`src/rtl/mdom_wvb_pkg.sv`:
```
`default_nettype none
// +--------------------------------------------------------------------+
// | mdom_wvb_pkg: header bundle layout, header word constants, states   |
// | Rev 1.0                                                             |
// +--------------------------------------------------------------------+
package mdom_wvb_pkg;

  localparam int HDR_BUNDLE_W = 80;
  localparam int LTC_LSB      = 0;
  localparam int LTC_W        = 48;
  localparam int START_LSB    = 48;
  localparam int STOP_LSB     = 60;
  localparam int ADDR_FLD_W   = 12;
  localparam int TRIG_LSB     = 72;
  localparam int TRIG_W       = 2;
  localparam int CNST_BIT     = 74;
  localparam int PRE_LSB      = 75;
  localparam int PRE_W        = 5;

  localparam logic [3:0] HDR_MAGIC = 4'hE;
  localparam int         HDR_WORDS = 5;

  localparam logic [2:0] ST_IDLE  = 3'd0;
  localparam logic [2:0] ST_HDR   = 3'd1;
  localparam logic [2:0] ST_DATA  = 3'd2;
  localparam logic [2:0] ST_DRAIN = 3'd3;
  localparam logic [2:0] ST_DONE  = 3'd4;

  typedef struct packed {
    logic [PRE_W-1:0]      pre_conf;
    logic                  cnst_run;
    logic [TRIG_W-1:0]     trig_src;
    logic [ADDR_FLD_W-1:0] stop_addr;
    logic [ADDR_FLD_W-1:0] start_addr;
    logic [LTC_W-1:0]      evt_ltc;
  } hdr_t;

  function automatic hdr_t unpack_hdr(input logic [HDR_BUNDLE_W-1:0] b);
    hdr_t h;
    h.evt_ltc    = b[LTC_LSB +: LTC_W];
    h.start_addr = b[START_LSB +: ADDR_FLD_W];
    h.stop_addr  = b[STOP_LSB +: ADDR_FLD_W];
    h.trig_src   = b[TRIG_LSB +: TRIG_W];
    h.cnst_run   = b[CNST_BIT];
    h.pre_conf   = b[PRE_LSB +: PRE_W];
    return h;
  endfunction

endpackage
`default_nettype wire

```
`src/rtl/mdom_wvb_rd_skid.sv`:
```
`default_nettype none
// +--------------------------------------------------------------------+
// | mdom_wvb_rd_skid: small output FIFO carrying data, sof and eof      |
// | Rev 1.0                                                             |
// +--------------------------------------------------------------------+
module mdom_wvb_rd_skid #(
  parameter int DATA_W = 16,
  parameter int DEPTH  = 4,
  parameter int CNT_W  = $clog2(DEPTH + 1)
) (
  input  logic              clk,
  input  logic              rst,
  input  logic              push_i,
  input  logic [DATA_W-1:0] push_data_i,
  input  logic              push_sof_i,
  input  logic              push_eof_i,
  input  logic              ready_i,
  output logic [DATA_W-1:0] data_o,
  output logic              sof_o,
  output logic              eof_o,
  output logic              valid_o,
  output logic [CNT_W-1:0]  count_o
);

  localparam int W     = DATA_W + 2;
  localparam int PTR_W = $clog2(DEPTH);

  logic [W-1:0]     mem_q [DEPTH];
  logic [PTR_W-1:0] wr_q, rd_q;
  logic [CNT_W-1:0] count_q;
  logic [W-1:0]     head;
  logic             pop;

  function automatic logic [PTR_W-1:0] inc_ptr(input logic [PTR_W-1:0] p);
    return (p == PTR_W'(DEPTH - 1)) ? '0 : p + PTR_W'(1);
  endfunction

  assign valid_o = (count_q != '0);
  assign pop     = valid_o && ready_i;
  assign head    = mem_q[rd_q];
  assign count_o = count_q;
  // Head word is gated so an empty FIFO presents all-zero outputs.
  assign data_o  = valid_o ? head[W-1:2] : '0;
  assign sof_o   = valid_o && head[1];
  assign eof_o   = valid_o && head[0];

  always_ff @(posedge clk or posedge rst) begin
    if (rst) begin
      for (int i = 0; i < DEPTH; i++) mem_q[i] <= '0;
      wr_q    <= '0;
      rd_q    <= '0;
      count_q <= '0;
    end else begin
      if (push_i) begin
        mem_q[wr_q] <= {push_data_i, push_sof_i, push_eof_i};
        wr_q        <= inc_ptr(wr_q);
      end
      if (pop) rd_q <= inc_ptr(rd_q);
      count_q <= count_q + CNT_W'(push_i) - CNT_W'(pop);
    end
  end

endmodule
`default_nettype wire

```
`src/rtl/mdom_wvb_reader.sv`:
```
`default_nettype none
// +--------------------------------------------------------------------+
// | mdom_wvb_reader: pops one header per event, emits 5 header words    |
// | then start..stop samples from the waveform RAM. Rev 1.0             |
// +--------------------------------------------------------------------+
module mdom_wvb_reader
  import mdom_wvb_pkg::*;
#(
  parameter int DATA_W  = 16,
  parameter int ADDR_W  = 12,
  parameter int RAM_LAT = 2,
  parameter int SKID_D  = 4
) (
  input  logic              clk,
  input  logic              rst,
  input  logic              en,
  input  logic              hdr_empty,
  input  logic [79:0]       hdr_data,
  output logic              hdr_rdreq,
  output logic [ADDR_W-1:0] wvb_rd_addr,
  input  logic [DATA_W-1:0] wvb_rd_data,
  output logic [DATA_W-1:0] dout_data,
  output logic              dout_valid,
  input  logic              dout_ready,
  output logic              dout_sof,
  output logic              dout_eof,
  output logic              buf_free,
  output logic [ADDR_W-1:0] buf_free_addr,
  output logic              busy
);

  localparam int CNT_W = $clog2(SKID_D + 1);
  localparam int IFL_W = $clog2(RAM_LAT + 1);

  logic [2:0]         state_q, state_d;
  hdr_t               hdr_q, hdr_d;
  logic [2:0]         widx_q, widx_d;
  logic [ADDR_W-1:0]  rd_ptr_q, rd_ptr_d, addr_q;
  logic [RAM_LAT-1:0] vld_q, eof_q;
  logic               hdr_rdreq_q, buf_free_q;
  logic [ADDR_W-1:0]  buf_free_addr_q;

  logic [CNT_W-1:0]   occ;
  logic [IFL_W-1:0]   in_flight;
  logic [ADDR_W-1:0]  start_a, stop_a;
  logic [ADDR_W:0]    nsamp;
  logic [DATA_W-1:0]  hdr_word, push_word;
  logic               push, push_sof, push_eof;
  logic               hdr_push, issue, last, credit_ok;

  assign start_a   = ADDR_W'(hdr_q.start_addr);
  assign stop_a    = ADDR_W'(hdr_q.stop_addr);
  assign nsamp     = {1'b0, stop_a - start_a} + (ADDR_W + 1)'(1);
  assign last      = (rd_ptr_q == stop_a);

  always_comb begin
    in_flight = '0;
    for (int i = 0; i < RAM_LAT; i++) in_flight = in_flight + IFL_W'(vld_q[i]);
  end

  // Every outstanding read owns a FIFO slot, so returning data always fits.
  assign credit_ok   = (int'(occ) + int'(in_flight)) < SKID_D;
  assign issue       = (state_q == ST_DATA) && credit_ok;
  assign hdr_push    = (state_q == ST_HDR) && (int'(occ) < SKID_D);
  assign wvb_rd_addr = issue ? rd_ptr_q : addr_q;

  always_comb begin
    hdr_word = '0;
    case (widx_q)
      3'd0:    hdr_word = DATA_W'({HDR_MAGIC, 1'b0, hdr_q.cnst_run, hdr_q.trig_src,
                                   3'b000, hdr_q.pre_conf});
      3'd1:    hdr_word = DATA_W'(hdr_q.evt_ltc[47:32]);
      3'd2:    hdr_word = DATA_W'(hdr_q.evt_ltc[31:16]);
      3'd3:    hdr_word = DATA_W'(hdr_q.evt_ltc[15:0]);
      default: hdr_word = DATA_W'(nsamp);
    endcase
  end

  always_comb begin
    push      = 1'b0;
    push_word = '0;
    push_sof  = 1'b0;
    push_eof  = 1'b0;
    if (vld_q[RAM_LAT-1]) begin
      push      = 1'b1;
      push_word = wvb_rd_data;
      push_eof  = eof_q[RAM_LAT-1];
    end else if (hdr_push) begin
      push      = 1'b1;
      push_word = hdr_word;
      push_sof  = (widx_q == 3'd0);
    end
  end

  always_comb begin
    state_d  = state_q;
    hdr_d    = hdr_q;
    widx_d   = widx_q;
    rd_ptr_d = rd_ptr_q;
    case (state_q)
      ST_IDLE: if (en && !hdr_empty) begin
        hdr_d   = unpack_hdr(hdr_data);
        widx_d  = 3'd0;
        state_d = ST_HDR;
      end
      ST_HDR: if (hdr_push) begin
        widx_d = widx_q + 3'd1;
        if (widx_q == 3'(HDR_WORDS - 1)) begin
          rd_ptr_d = start_a;
          state_d  = ST_DATA;
        end
      end
      ST_DATA: if (issue) begin
        rd_ptr_d = rd_ptr_q + ADDR_W'(1);
        if (last) state_d = ST_DRAIN;
      end
      ST_DRAIN: if (in_flight == '0 && occ == '0) state_d = ST_DONE;
      ST_DONE:  state_d = ST_IDLE;
      default:  state_d = ST_IDLE;
    endcase
  end

  always_ff @(posedge clk or posedge rst) begin
    if (rst) begin
      state_q         <= ST_IDLE;
      hdr_q           <= '0;
      widx_q          <= '0;
      rd_ptr_q        <= '0;
      addr_q          <= '0;
      vld_q           <= '0;
      eof_q           <= '0;
      hdr_rdreq_q     <= 1'b0;
      buf_free_q      <= 1'b0;
      buf_free_addr_q <= '0;
    end else begin
      state_q     <= state_d;
      hdr_q       <= hdr_d;
      widx_q      <= widx_d;
      rd_ptr_q    <= rd_ptr_d;
      addr_q      <= wvb_rd_addr;
      vld_q       <= (vld_q << 1) | RAM_LAT'(issue);
      eof_q       <= (eof_q << 1) | RAM_LAT'(issue && last);
      hdr_rdreq_q <= (state_q == ST_IDLE) && en && !hdr_empty;
      buf_free_q  <= (state_q == ST_DRAIN) && (state_d == ST_DONE);
      if ((state_q == ST_DRAIN) && (state_d == ST_DONE)) buf_free_addr_q <= stop_a;
    end
  end

  assign hdr_rdreq     = hdr_rdreq_q;
  assign buf_free      = buf_free_q;
  assign buf_free_addr = buf_free_addr_q;
  assign busy          = (state_q != ST_IDLE);

  mdom_wvb_rd_skid #(
    .DATA_W (DATA_W),
    .DEPTH  (SKID_D),
    .CNT_W  (CNT_W)
  ) u_skid (
    .clk         (clk),
    .rst         (rst),
    .push_i      (push),
    .push_data_i (push_word),
    .push_sof_i  (push_sof),
    .push_eof_i  (push_eof),
    .ready_i     (dout_ready),
    .data_o      (dout_data),
    .sof_o       (dout_sof),
    .eof_o       (dout_eof),
    .valid_o     (dout_valid),
    .count_o     (occ)
  );

endmodule
`default_nettype wire

```
`config.mk`:
```
export PLATFORM = sky130hd
export DESIGN_NAME = mdom_wvb_reader
export DESIGN_NICKNAME = d
export VERILOG_FILES = /design/src/rtl/mdom_wvb_pkg.sv /design/src/rtl/mdom_wvb_rd_skid.sv /design/src/rtl/mdom_wvb_reader.sv
export SDC_FILE = /design/constraint.sdc
export NUM_CORES = 1
export LEC_CHECK = 0
export ABC_AREA = 1
export BUFFER_PORTS_ARGS = -buffer_cell sky130_fd_sc_hd__buf_2
export CAP_MARGIN = 20
export CELL_PAD_IN_SITES_DETAIL_PLACEMENT = 1
export CELL_PAD_IN_SITES_GLOBAL_PLACEMENT = 2
export CORE_MARGIN = 2
export CORE_UTILIZATION = 37
export CTS_BUF_LIST = sky130_fd_sc_hd__clkbuf_16
export DETAILED_ROUTE_END_ITERATION = 8
export PLACE_DENSITY = 0.83
export REMOVE_ABC_BUFFERS = 1
export SETUP_SLACK_MARGIN = 0.05
export SKIP_LAST_GASP = 1
export SLEW_MARGIN = 20
export SYNTH_ARGS = -nofsm -noshare
export SYNTH_HDL_FRONTEND = slang
export SYNTH_HIERARCHICAL = 1
export SYNTH_SLANG_ARGS = --single-unit
```
`constraint.sdc`:
```
create_clock -name clk -period 12.1 [get_ports clk]
set_clock_uncertainty 0.2 [all_clocks]
set_input_delay 1.21 -clock clk [delete_from_list [all_inputs] [get_ports clk]]
set_output_delay 1.21 -clock clk [all_outputs]
set_load 0.01 [all_outputs]
```
==> results.sh, run 1 <==
export IMPL_period_share_pct=35.6
export IMPL_timing_max_cap_violations=0
export IMPL_ys_types=50
export IMPL_die_h_um=174
export IMPL_placed_area_sq_um=11700
export IMPL_reg2reg_from="stop_a[0]$_DFFE_PP0P_"
export IMPL_syn_area_sq_um=10700
export IMPL_hold_ws_ns=0.150
export IMPL_dpl_cell_count=1847
export IMPL_finalSetupTns_ns=0
export IMPL_drt_pass1_iter_count=4
export IMPL_multi_input_area_sq_um=4480
export IMPL_cts_tree="yes"
export IMPL_clock_sinks=207
export IMPL_setup_worst_path_class="flop to output pin"
export IMPL_fin_cells=1891
export IMPL_hold_path_startpoint="eof_q[0]$_DFF_PP0_"
export IMPL_cts_clk_slew_worst_paths_ns=0.06
export IMPL_syn_avg_cell_area_sq_um=7.88
export IMPL_avgViaCountPerCell=4.77
export IMPL_antenna_found_initial=1
export IMPL_hold_violations=0
export IMPL_die_w_um=174
export IMPL_required_ns=10.69
export IMPL_async_reset_ff_share_pct=100
export IMPL_cts_root_buf="clkbuf_16"
export IMPL_drive_gt1_share_pct=14.7
export IMPL_r2r_slack_ns=8.91
export IMPL_ir_drop_uv=94.3
export IMPL_synth_ff_latch_count=207
export IMPL_syn_inst=1364
export IMPL_rsz0062_at_grt="no"
export IMPL_worst_path_buf_inv=1
export IMPL_clk_path_buf_depth=3
export IMPL_drtIter0Drc=386
export IMPL_start_util_pct=37.6
export IMPL_worstMarginPinSlew_ns=0.912
export IMPL_grt_remaining_overflow=0
export IMPL_postCtsSetupBuffers=0
export IMPL_routed_wl_mm=29.9
export IMPL_grt_max_degree=115
export IMPL_register_area_sq_um=5180
export IMPL_power_mw=3.46
export IMPL_num_rows=62
export IMPL_drc=0
export IMPL_hold_depth=0
export IMPL_wl_per_cell_um=15.8
export IMPL_cellLeakagePower_nw=6.34
export IMPL_end_kind="output pin"
export IMPL_maxSlewViolCount=0
export IMPL_critPathMaxFanout=27
export IMPL_core_sq_um=28600
export IMPL_track_usage_pct=20.2
export IMPL_ant_nets=0
export IMPL_dpl_hpwl_mm=21.0
export IMPL_ioPinCount=147
export IMPL_startpoint_type="flop"
export IMPL_synthToLayoutAreaGrowth_pct=15.4
export IMPL_r2r_end="u_skid/mem_q[46]$_DFFE_PP0P_"
export IMPL_hold_buffers=0
export IMPL_cp_slowest_stage_delay_ns=0.83
export IMPL_status="completed"
export IMPL_fin_nets=1621
export IMPL_hold_path_class="flop to flop"
export IMPL_clock_fmax_mhz=232
export IMPL_cts_buffers=24
export IMPL_grt_first_pass_wirelength_mm=50.0
export IMPL_seq_area_frac_synth_pct=48.2
export IMPL_routabilityCongestion=0.783
export IMPL_hold_path_end="eof_q[1]$_DFF_PP0_"
export IMPL_r2r_cells=13
export IMPL_htree_levels=1
export IMPL_fill_cells=3557
export IMPL_yosys_warnings=6
export IMPL_num_vias=9020
export IMPL_cp_arrival_ns=2.90
export IMPL_worstPathCellList="ha_1, ha_1, nand3_1, nand4_4, o21ai_0, buf_2"
export IMPL_critPathTopFamily="flip-flops"
export IMPL_max_slew_margin_pct=39.2
export IMPL_setup_viol=0
export IMPL_power_density_nw_per_um2=279
export IMPL_slowest_stage="dfrtp_1"
export IMPL_synth_edf_count=0
export IMPL_numPortBuffers=146
export IMPL_postLayoutCellArea_sq_um=12400
export IMPL_postCtsResizedCells=0
export IMPL_die_area_sq_um=30400
export IMPL_period_needed_ns=4.31
export IMPL_clk_latency_ns=0.51
export IMPL_grt_pass1_vias=9790
export IMPL_critPathMostFrequentCell="ha_1"
export IMPL_ys_flop_type="dfrtp_1"
## cells in the mapped netlist (3+ instances only)
master       n  area [sq um]
buf_6       11           124
o21bai_1     3          22.5
a22o_1       5          43.8
xor2_1       4          35.0
nand2_4      4          45.0
dfrtp_1    207          5180
nand3_2      3          30.0
o221ai_1     3          26.3
o2111ai_1    4          35.0
a221oi_1     5          43.8
clkbuf_1    17          63.8
a31oi_1      4          25.0
inv_1      192           721
o21ai_0    124           621
nor2_4       4          45.0
nand2_1    487          1830
nand4_1      7          43.8
nor2_1      17          63.8
inv_2        8          30.0
o21ai_1     38           190
nor3_1       4          20.0
buf_2       18          90.1
a21oi_1     37           185
nor2_2       5          31.3
xnor2_1     14           123
o22ai_1      6          37.5
ha_1        28           350
buf_4        7          52.6
nand3_1     62           310
a22oi_1      5          37.5
## report_power, final
part / leakage, nW / internal, mW / switching, mW
Sequential: 2.68 / 0.976 / 0.183
Combinational: 3.29 / 0.560 / 1.10
Clock: 0.371 / 0.369 / 0.277
Total: 6.34 / 1.91 / 1.56
## placed cells by master (no fill, tap or decap), types with 6 or more instances in the layout
master     instances
nand2_1          487
dfrtp_1          207
inv_1            197
buf_2            146
o21ai_0          124
nand3_1           62
o21ai_1           38
a21oi_1           37
ha_1              28
clkbuf_16         25
nor2_1            17
xnor2_1           14
inv_2              9
clkinv_1           8
nand4_1            7
o22ai_1            6
## worst max-delay path by stage
stage | from | to | slack, ns | cells past startpoint
6_report | vld_q[1]$_DFF_PP0_ | wvb_rd_addr[8] | 7.79 | 6
5_1_grt | vld_q[1]$_DFF_PP0_ | wvb_rd_addr[8] | 7.52 | 6
4_1_cts | vld_q[1]$_DFF_PP0_ | wvb_rd_addr[8] | 7.70 | 6
3_5_place_dp | vld_q[1]$_DFF_PP0_ | wvb_rd_addr[8] | 8.24 | 6
3_3_place_gp | vld_q[1]$_DFF_PP0_ | wvb_rd_addr[9] | 8.41 | 6
2_1_floorplan | rst | addr_q[0]$_DFF_PP0_ | 7.28 | 1
## stage by stage
| step | util (%) | worst slack (ns) |
|---|---|---|
| after floorplan | - | 7.28 |
| after global placement | 40.8 | 8.41 |
| after detailed placement | 40.8 | 8.24 |
| after CTS | 43.2 | 7.70 |
| after global routing | 43.3 | 7.52 |
| final | 43.4 | 7.79 |
## layer usage
layer	wire (um)	part of all wire [%]	global-route usage, %
met1	14300	48	27.6
met2	14100	47	34.3
met3	1130	3.8	2.47
met4	451	1.5	4.31
met5	0	0	0
## layout make-up
cell class,instances,share of cell area (%)
Sequential cell,207,41.7
Clock buffer,25,5.04
Multi-Input combinational cell,901,36.1
Tap cell,384,3.87
Timing Repair Buffer,153,6.50
Antenna cell,1,0.0202
Inverter,203,6.17
Clock inverter,17,0.585
## registers in the layout (all words and copies together) (netlist names), 12 cells and up
signal,cells
buf_free_addr,12
stop_a,12
start_a,12
rd_ptr_q,12
hdr_q,56
u_skid/mem_q,72
addr_q,12
## cells by family (layout without fill, tap and decap cells)
logic type | count (synthesis) | after routing | share of synthesized area (%)
xor gates and xnor gates | 18 | 18 | 1.47
buffers and inverters | 256 | 398 | 10.2
DFF | 207 | 207 | 48.2
and+or+nand+nor | 609 | 609 | 23.9
other | 0 | 1 | 0
adders and majority gates | 30 | 30 | 3.63
AOI/OAI and AO/OA | 244 | 244 | 12.6
## worst register-to-register path, delay by kind of cell, from the launching register on
kind | cells | cell delay [ns]
AOI/OAI and AO/OA | 3 | 0.69
adders and majority gates | 3 | 0.89
buffers and inverters | 4 | 0.41
DFF | 1 | 0.40
and+or+nand+nor | 3 | 0.51
Power figures use the tool's default switching activity.
==> run 2, diff against run 1 <==
--- a/config.mk
+++ b/config.mk
@@ -11,10 +11,10 @@
 export CELL_PAD_IN_SITES_DETAIL_PLACEMENT = 1
 export CELL_PAD_IN_SITES_GLOBAL_PLACEMENT = 2
 export CORE_MARGIN = 2
-export CORE_UTILIZATION = 37
+export CORE_UTILIZATION = 34
 export CTS_BUF_LIST = sky130_fd_sc_hd__clkbuf_16
 export DETAILED_ROUTE_END_ITERATION = 8
-export PLACE_DENSITY = 0.83
+export PLACE_DENSITY = 0.77
 export REMOVE_ABC_BUFFERS = 1
 export SETUP_SLACK_MARGIN = 0.05
 export SKIP_LAST_GASP = 1
==> constraint.sdc (replaced) <==
create_clock -name clk -period 4.05 [get_ports clk]
set_clock_uncertainty 0.2 [all_clocks]
set_input_delay 0.405 -clock clk [delete_from_list [all_inputs] [get_ports clk]]
set_output_delay 0.405 -clock clk [all_outputs]
set_load 0.01 [all_outputs]
==> run 2 against run 1 <==
  * Clock-buffer cell count stayed put
  * Worst hold slack worse by 0.019 ns
  * Combinational power grew to 3.1 times the previous value
  * Worst setup slack worse by 7.0 ns
  * Global-route usage is 0.27 points lower
  * First-iteration DRC count is 2.6% lower
  * Via count is 4.9% higher
  * Cell count is 5.7% higher
  * Critical path type unchanged
  * Critical endpoint is now wvb_rd_addr[9]
==> results.sh, run 2 (synthesized netlist as in run 1, its figures left out) <==
export IMPL_largest_register_ff_count=72
export IMPL_required_ns=3.44
export IMPL_cellLeakagePower_nw=6.69
export IMPL_numPortBuffers=146
export IMPL_clock_sinks=207
export IMPL_drc=0
export IMPL_die_area_sq_um=33100
export IMPL_cts_buffers=25
export IMPL_period_share_pct=80.4
export IMPL_wl_met2_mm=15.4
export IMPL_cts_root_buf="clkbuf_16"
export IMPL_final_cell_mix="487 x nand2_1, 207 x dfrtp_1, 196 x inv_1"
export IMPL_ir_drop_uv=341
export IMPL_clock_fmax_mhz=307
export IMPL_routabilityCongestion=0.804
export IMPL_maxSlewViolCount=0
export IMPL_place_ws_ns=1.15
export IMPL_reg_top3="u_skid/mem_q x72, hdr_q x56"
export IMPL_wl_per_cell_um=16.1
export IMPL_rsz0062_at_grt="no"
export IMPL_start_util_pct=34.3
export IMPL_hold_violations=0
export IMPL_htree_levels=1
export IMPL_postCtsSetupBuffers=0
export IMPL_die_h_um=182
export IMPL_finalSetupTns_ns=0
export IMPL_worstMarginPinSlew_ns=0.926
export IMPL_met1_length_mm=15.1
export IMPL_fin_nets=1707
export IMPL_routed_top_layer="met4"
export IMPL_power_density_nw_per_um2=793
export IMPL_routed_wl_mm=32.1
export IMPL_setup_worst_path_class="flop to output pin"
export IMPL_worstPathCellList="nor3_4, nand4_4, o21ai_0, buf_2"
export IMPL_grt_max_degree=116
export IMPL_max_flop_register="u_skid/mem_q"
export IMPL_hold_buffers=82
export IMPL_hold_path_class="primary input to flop"
export IMPL_setup_slack_ns=0.792
export IMPL_clk_latency_ns=0.52
export IMPL_ant_nets=0
export IMPL_period_needed_ns=3.26
export IMPL_synthToLayoutAreaGrowth_pct=23.7
export IMPL_fin_util_pct=42.5
export IMPL_clk_path_buf_depth=3
export IMPL_die_w_um=182
export IMPL_max_slew_margin_pct=38.2
export IMPL_grt_remaining_overflow=0
export IMPL_cts_tree="yes"
export IMPL_drive_gt1_share_pct=14.2
export IMPL_drt_pass1_iter_count=4
export IMPL_track_usage_pct=19.9
export IMPL_cp_arrival_ns=2.65
export IMPL_timing_max_cap_violations=0
export IMPL_end_kind="output pin"
export IMPL_num_vias=9463
export IMPL_critPathMaxFanout=27
export IMPL_grt_first_pass_wirelength_mm=53.1
export IMPL_cts_clk_slew_worst_paths_ns=0.06
export IMPL_core_sq_um=31300
export IMPL_status="completed"
export IMPL_grt_pass1_vias=10300
export IMPL_postCtsResizedCells=0
export IMPL_avgViaCountPerCell=4.74
export IMPL_drtIter0Drc=376
export IMPL_startpoint_type="flop"
export IMPL_slowest_stage="nor3_4"
export IMPL_wl_met3_um=842
export IMPL_ioPinCount=147
export IMPL_num_rows=65
export IMPL_antenna_found_initial=2
export IMPL_setup_viol=0
export IMPL_layout_commonest_cell="nand2_1"
export IMPL_cp_slowest_stage_delay_ns=0.65
export IMPL_dpl_hpwl_mm=21.9
==> run 2: changes by cell type in the layout (fill, tap and decap cells not counted), moves of 2 or more <==
| cell | change |
|---|---|
| buf_4 | +4 |
| inv_6 | +2 |
| dlygate4sd3_1 | +82 |
| clkinvlp_4 | +2 |
==> run 2: final cells by class <==
class / instances / area, sq um
Clock buffer: 25 / 626
Inverter: 203 / 768
Sequential cell: 207 / 5180
Clock inverter: 20 / 96.3
Fill cell: 3837 / 18000
Timing Repair Buffer: 238 / 1640
Multi-Input combinational cell: 901 / 4480
Tap cell: 402 / 503
Antenna cell: 2 / 5.00
==> run 2: worst paths after layout <==
| path | start | to | slack [ns] | depth (start not counted) |
|---|---|---|---|---|
| max in group asynchronous | rst | hdr_q[73]$_DFFE_PP0P_ | 2.35 | 4 |
| worst max register to register | stop_a[0]$_DFFE_PP0P_ | u_skid/mem_q[48]$_DFFE_PP0P_ | 1.15 | 16 |
| worst max-delay path | state_q[0]$_DFF_PP0_ | wvb_rd_addr[9] | 0.79 | 4 |
| worst min-delay path | wvb_rd_data[15] | u_skid/mem_q[17]$_DFFE_PP0P_ | 0.13 | 5 |
| worst min register to register | eof_q[0]$_DFF_PP0_ | eof_q[1]$_DFF_PP0_ | 0.15 | 0 |
| min in group asynchronous | rst | u_skid/mem_q[49]$_DFFE_PP0P_ | 0.31 | 3 |
==> run 2: worst max-delay path: cells and delay by family, from the launching register on <==
family	cells	cell delay (ns)
AOI/OAI and AO/OA	1	0.38
buffers and inverters	1	0.19
and+or+nand+nor	2	1.13
DFF	1	0.42
==> run 2: stage by stage <==
stage / total power [mW] / hold WS, ns / instances / cell area (sq um)
floorplan: 6.84 / 0.131 / 1311 / 10400
global placement: 8.43 / 0.136 / 1869 / 11700
detailed placement: 8.57 / 0.136 / 1869 / 11700
CTS: 10.7 / 0.118 / 1996 / 13300
global route: 11.6 / 0.154 / 1998 / 13300
finish: 10.5 / 0.131 / 1998 / 13300
==> run 2: per-layer routing <==
layer	GRT usage, %	vias to the layer above
met5	0	-
met4	4.52	0
met3	2.27	36
met2	35.2	127
met1	26.1	4573
li1	-	4727
==> run 2: report_power, final <==
| group | switching, mW | internal, mW | leakage, nW | total [mW] |
|---|---|---|---|---|
| clock network | 0.879 | 1.12 | 0.372 | 1.99 |
| logic | 3.35 | 1.74 | 3.64 | 5.08 |
| registers | 0.548 | 2.92 | 2.68 | 3.47 |
